`src/rtl/fib_seq_gen.sv`:
```
// Fibonacci-class sequence generator with programmable seeds/term count and a valid/ready stream.
// Optional macro FIB_SAT_EN: the first overflowing term is emitted saturated and ends the run.
module fib_seq_gen #(
  parameter int WIDTH = 32,
  parameter int CNT_W = 8
) (
  input  logic             clk,
  input  logic             rst_n,
  input  logic             start,
  input  logic             abort,
  input  logic [WIDTH-1:0] seed0,
  input  logic [WIDTH-1:0] seed1,
  input  logic [CNT_W-1:0] n_terms,
  output logic [WIDTH-1:0] term_out,
  output logic             term_valid,
  input  logic             term_ready,
  output logic [CNT_W-1:0] term_idx,
  output logic             term_last,
  output logic             busy,
  output logic             done,
  output logic             ovf
);

`ifdef FIB_SAT_EN
  localparam bit SAT_EN = 1'b1;
`else
  localparam bit SAT_EN = 1'b0;
`endif

  typedef enum logic [1:0] {
    IDLE = 2'd0,
    RUN  = 2'd1,
    DONE = 2'd2
  } state_t;

  state_t           state_reg, state_next;
  logic [WIDTH-1:0] a_reg, a_next;
  logic [WIDTH-1:0] b_reg, b_next;
  logic             a_carry_reg, a_carry_next;
  logic             b_carry_reg, b_carry_next;
  logic [CNT_W-1:0] n_reg, n_next;
  logic [CNT_W-1:0] cnt_reg, cnt_next;
  logic             ovf_reg, ovf_next;
  logic [WIDTH:0]   sum;
  logic             at_end;

  // The carry of each addition travels with the term it produced, so the
  // overflow flag fires exactly when that term reaches the output.
  assign sum    = {1'b0, a_reg} + {1'b0, b_reg};
  assign at_end = (cnt_reg == (n_reg - CNT_W'(1))) || (SAT_EN && a_carry_reg);

  always_ff @(posedge clk or negedge rst_n) begin
    if (!rst_n) begin
      state_reg   <= IDLE;
      a_reg       <= '0;
      b_reg       <= '0;
      a_carry_reg <= 1'b0;
      b_carry_reg <= 1'b0;
      n_reg       <= '0;
      cnt_reg     <= '0;
      ovf_reg     <= 1'b0;
    end else begin
      state_reg   <= state_next;
      a_reg       <= a_next;
      b_reg       <= b_next;
      a_carry_reg <= a_carry_next;
      b_carry_reg <= b_carry_next;
      n_reg       <= n_next;
      cnt_reg     <= cnt_next;
      ovf_reg     <= ovf_next;
    end
  end

  always_comb begin
    state_next   = state_reg;
    a_next       = a_reg;
    b_next       = b_reg;
    a_carry_next = a_carry_reg;
    b_carry_next = b_carry_reg;
    n_next       = n_reg;
    cnt_next     = cnt_reg;
    ovf_next     = ovf_reg;
    case (state_reg)
      IDLE: begin
        if (start && !abort) begin
          a_next       = seed0;
          b_next       = seed1;
          a_carry_next = 1'b0;
          b_carry_next = 1'b0;
          n_next       = n_terms;
          cnt_next     = '0;
          ovf_next     = 1'b0;
          state_next   = (n_terms == '0) ? DONE : RUN;
        end
      end
      RUN: begin
        if (abort) begin
          state_next = IDLE;
        end else if (term_ready) begin
          if (at_end) begin
            state_next = DONE;
          end else begin
            a_next       = (SAT_EN && b_carry_reg) ? {WIDTH{1'b1}} : b_reg;
            a_carry_next = b_carry_reg;
            b_next       = sum[WIDTH-1:0];
            b_carry_next = sum[WIDTH];
            cnt_next     = cnt_reg + CNT_W'(1);
            if (b_carry_reg) begin
              ovf_next = 1'b1;
            end
          end
        end
      end
      DONE: begin
        state_next = IDLE;
      end
      default: begin
        state_next = IDLE;
      end
    endcase
  end

  assign term_out   = a_reg;
  assign term_idx   = cnt_reg;
  assign term_valid = (state_reg == RUN);
  assign term_last  = (state_reg == RUN) && at_end;
  assign busy       = (state_reg != IDLE);
  assign done       = (state_reg == DONE);
  assign ovf        = ovf_reg;

endmodule
```
`config.mk`:
```
export PLATFORM = sky130hd
export DESIGN_NAME = fib_seq_gen
export DESIGN_NICKNAME = d
export VERILOG_FILES = /design/src/rtl/fib_seq_gen.sv
export SDC_FILE = /design/constraint.sdc
export NUM_CORES = 1
export LEC_CHECK = 0
export ABC_CLOCK_PERIOD_IN_PS = 2600
export BUFFER_PORTS_ARGS = -buffer_cell sky130_fd_sc_hd__buf_2
export CAP_MARGIN = 15
export CORE_MARGIN = 2
export CORE_UTILIZATION = 50
export DETAILED_ROUTE_END_ITERATION = 10
export GPL_TIMING_DRIVEN = 0
export PLACE_DENSITY = 0.77
export SLEW_MARGIN = 20
export SYNTH_ARGS = -nofsm -noshare
export SYNTH_HDL_FRONTEND = slang
export SYNTH_SLANG_ARGS = --single-unit
```
`constraint.sdc`:
```
create_clock -name clk -period 2.6 [get_ports clk]
set_clock_uncertainty 0.05 [all_clocks]
set_input_delay 0.26 -clock clk [delete_from_list [all_inputs] [get_ports clk]]
set_output_delay 0.26 -clock clk [all_outputs]
set_load 0.01 [all_outputs]
```
==> results_dict.tcl <==
set metrics [dict create \
    status "finished with violations" \
    violations "negative setup slack" \
    synth-edff-count 0 \
    groute.layer.met1.usage_pct 38.7 \
    timing_worst_slew_pin_value_ns 0.675 \
    slew_violations 0 \
    max-slew-margin-rel_pct 53.8 \
    clockBufferDepth 2 \
    grt_pass1_wl_mm 26.5 \
    peakVddDrop_uv 676 \
    post_synth_inst_count 580 \
    critical_path.cell_chain "or4_4, buf_4, nor2_1, a311oi_2, a2111o_1, a21oi_4, or2_1, buf_6, buf_12, buf_12, o21ai_1, a21oi_1" \
    first_global_vias 5346 \
    clk_latency_ns 0.38 \
    cp-start-kind "register" \
    core.rowCount 38 \
    rsz0062_at_grt "true" \
    synth_seq_area_share_pct 38.2 \
    global_route.usage.met2_pct 46.6 \
    cpMostUsedCell "sky130_fd_sc_hd__buf_12" \
    instances_no_fill 874 \
    worstPathRequired_ns 2.85 \
    grt_usage_pct 29.1 \
    drcViolationCount 0 \
    min_period_ns 3.02 \
    synth_area_leaders "sky130_fd_sc_hd__dfrtp_1 (38%), sky130_fd_sc_hd__a221o_1 (8.4%), sky130_fd_sc_hd__ha_1 (7.7%)" \
    groute.layer.met3.usage_pct 4.06 \
    hold_viol 0 \
    die_y_um 109 \
    die_footprint_um2 11900 \
    design.core.area_um2 10800 \
    clkSlewWorstSetupHoldPaths_ns 0.09 \
    worst_setup_path_end_kind "register" \
    drt_iter0_markers 327 \
    critical-path-slowest-cell "sky130_fd_sc_hd__or4_4" \
    routabilityCongestion 0.924 \
    cts-buffers-inserted 9 \
    grt_remaining_overflow 0 \
    cellLeakagePower_nw 3.45 \
    num-nets-final 842 \
    setup.worst_path.class "reg -> reg" \
    die_width_um 109 \
    worst_hold_path.num_cells 3 \
    antenna_cells_inserted 0 \
    maximum_number_of_pins_on_one_net_before_global_route_repair 48 \
    hpwlAfterDp_mm 12.1 \
    setup_violations 75 \
    clock_sink_total 84 \
    synth.net_count 692 \
    hp-class "in -> reg" \
    timing.critical_path.fanout_max 10 \
    max_cap_violations 0 \
    buffer_ports.inserted 121 \
    cellPowerDensity_nw_per_um2 1140 \
    synthesis.area_per_instance_um2 9.48 \
    detail_route.vias_per_cell 6.29 \
    global_route.peak_usage_layer "met2" \
    antenna_left 0 \
    final.setup.tns_ns -25.77 \
    maxClockFrequency_mhz 331 \
    totalWireLength_mm 17.4 \
    most_area_hungry_cell_type_in_the_yosys_netlist "sky130_fd_sc_hd__dfrtp_1" \
    rr_worst_depth 12 \
    area_of_the_mapped_netlist_um2 5500 \
    ff_latch_area_um2 2110 \
    synthArstFlopShare_pct 100 \
    share_of_layout_cells_above_drive_strength_1_pct 30.5 \
    total_vias_in_the_final_route 5495 \
    dr.pass1.iters 5 \
    synth-seq-cells 84 \
    data_arrival_critical_path_ns 3.27 \
    ys_dominant_reg_cell "sky130_fd_sc_hd__dfrtp_1" \
    routedWlPerCell_um 19.9 \
    multi_input_comb_area_um2 3520 \
    cts_tree "yes" \
    floorplan.initialDensity_pct 51.0 \
    flow.area_growth_from_synthesis_pct 30.0 \
    final_critical_path_setup_slack_ns -0.417 \
    yosys.cell_count.top_type "sky130_fd_sc_hd__dfrtp_1" \
    fill_cells 852 \
    max_stage_delay_ns 0.56 \
    grt_antenna_before_repair 0 \
    timing.final.crit_share_pct 116 \
    root_buffer "sky130_fd_sc_hd__clkbuf_8" \
    synth.top_cells.by_count "sky130_fd_sc_hd__dfrtp_1 (84), sky130_fd_sc_hd__a221o_1 (46), sky130_fd_sc_hd__nand2_1 (46)" \
    dp_cells 842 \
    htreeDepth 3 \
    yosys_warnings 0 \
    synthDistinctLibCells 61 \
    netlist.area_leader.share_pct 38.2 \
    floorplan.io_pins 122 \
]
==> what timing repair did <==
item / 4_1_cts / 5_1_grt
cloned: 0 / 3
setup buffers: 4 / 10
pin swaps: 5 / 15
endpoints found under the hold margin: 37 / 0
hold buffers: 1 / 0
setup endpoints to repair: 75 / 78
gates resized for setup: 27 / 59
==> final timing paths <==
check	from	to	slack (ns)
max	n_reg[0]	term_idx[7]	-0.42
min	n_terms[7]	n_reg[7]	0.02
max reg2reg	n_reg[0]	term_idx[7]	-0.42
min reg2reg	b_carry_reg	b_carry_reg	0.46
max in group asynchronous	rst_n	term_out[12]	1.52
min in group asynchronous	rst_n	term_idx[0]	0.34
==> layout by cell type, fill, tap and decap left out, types with 3 or more instances in the layout <==
master and count:
sky130_fd_sc_hd__nand3_1 13, sky130_fd_sc_hd__o21ai_1 16, sky130_fd_sc_hd__clkbuf_8 10, sky130_fd_sc_hd__buf_12 7, sky130_fd_sc_hd__o21ai_0 18, sky130_fd_sc_hd__and3_1 37, sky130_fd_sc_hd__nand4_1 4, sky130_fd_sc_hd__ha_4 8
sky130_fd_sc_hd__xor2_1 18, sky130_fd_sc_hd__a221o_1 46, sky130_fd_sc_hd__nor3_1 19, sky130_fd_sc_hd__or2_2 3, sky130_fd_sc_hd__a21oi_1 25, sky130_fd_sc_hd__o21a_1 5, sky130_fd_sc_hd__dfrtp_1 76, sky130_fd_sc_hd__or4_1 4
sky130_fd_sc_hd__a211oi_1 3, sky130_fd_sc_hd__inv_1 15, sky130_fd_sc_hd__clkbuf_1 19, sky130_fd_sc_hd__nand2b_1 6, sky130_fd_sc_hd__buf_6 5, sky130_fd_sc_hd__a21o_1 16, sky130_fd_sc_hd__clkinv_2 3, sky130_fd_sc_hd__o211ai_1 4
sky130_fd_sc_hd__dfrtp_2 8, sky130_fd_sc_hd__ha_1 26, sky130_fd_sc_hd__buf_2 120, sky130_fd_sc_hd__nor2_1 28, sky130_fd_sc_hd__nor4_2 3, sky130_fd_sc_hd__a22oi_1 11, sky130_fd_sc_hd__buf_4 14, sky130_fd_sc_hd__a221oi_2 3
sky130_fd_sc_hd__nor2b_1 5, sky130_fd_sc_hd__clkbuf_16 3, sky130_fd_sc_hd__nand2_1 46, sky130_fd_sc_hd__xnor2_1 18
==> kinds of logic (layout without fill, tap and decap cells) <==
kind of cell    after synthesis  after routing  share of synthesized area [%]
flops                        84             84                           38.2
buf+inv                      49            203                           4.12
compound gates              185            185                           25.4
simple gates                188            188                           17.8
xor+xnor                     36             36                           5.73
mux                           3              3                          0.614
fa+ha+maj                    35             35                           8.10
==> power by group <==
group,switching [W],internal (W)
logic,0.00270,0.00229
registers,0.000522,0.00180
clock network,0.000500,0.000365
==> metrics by stage <==
step                hold slack, ns  power [W]  area, um2  utilization, %  worst slack (ns)
finish                      0.0229    0.00818       7150            66.3            -0.417
global route                0.0392    0.00872       7150            66.3            -0.510
CTS                         0.0163    0.00770       6790            62.9            -0.404
detailed placement           0.222    0.00666       6480            60.0            -0.733
global placement             0.409    0.00650       6450            59.7            -0.699
floorplan                  -0.0856    0.00548       5670               -            -0.167
==> final cells by class <==
cell class | instances | area share (%)
Clock buffer | 12 | 2.03
Inverter | 15 | 0.787
Sequential cell | 84 | 29.5
Multi-Input combinational cell | 447 | 49.2
Timing Repair Buffer | 140 | 11.6
Tap cell | 140 | 2.45
Buffer | 33 | 4.15
Clock inverter | 3 | 0.210
==> layer usage <==
metal	wire length [um]	vias to the layer above
met1	7620	2689
met3	1010	45
met2	8260	226
met4	503	0
met5	0	-
li1	-	2535
==> critical path: cells and delay by family, from the launching register on <==
family,cells,cell delay (ns)
compound gates,5,1.03
buf+inv,4,0.61
flops,1,0.42
simple gates,3,0.82
Power figures use the tool's default switching activity.
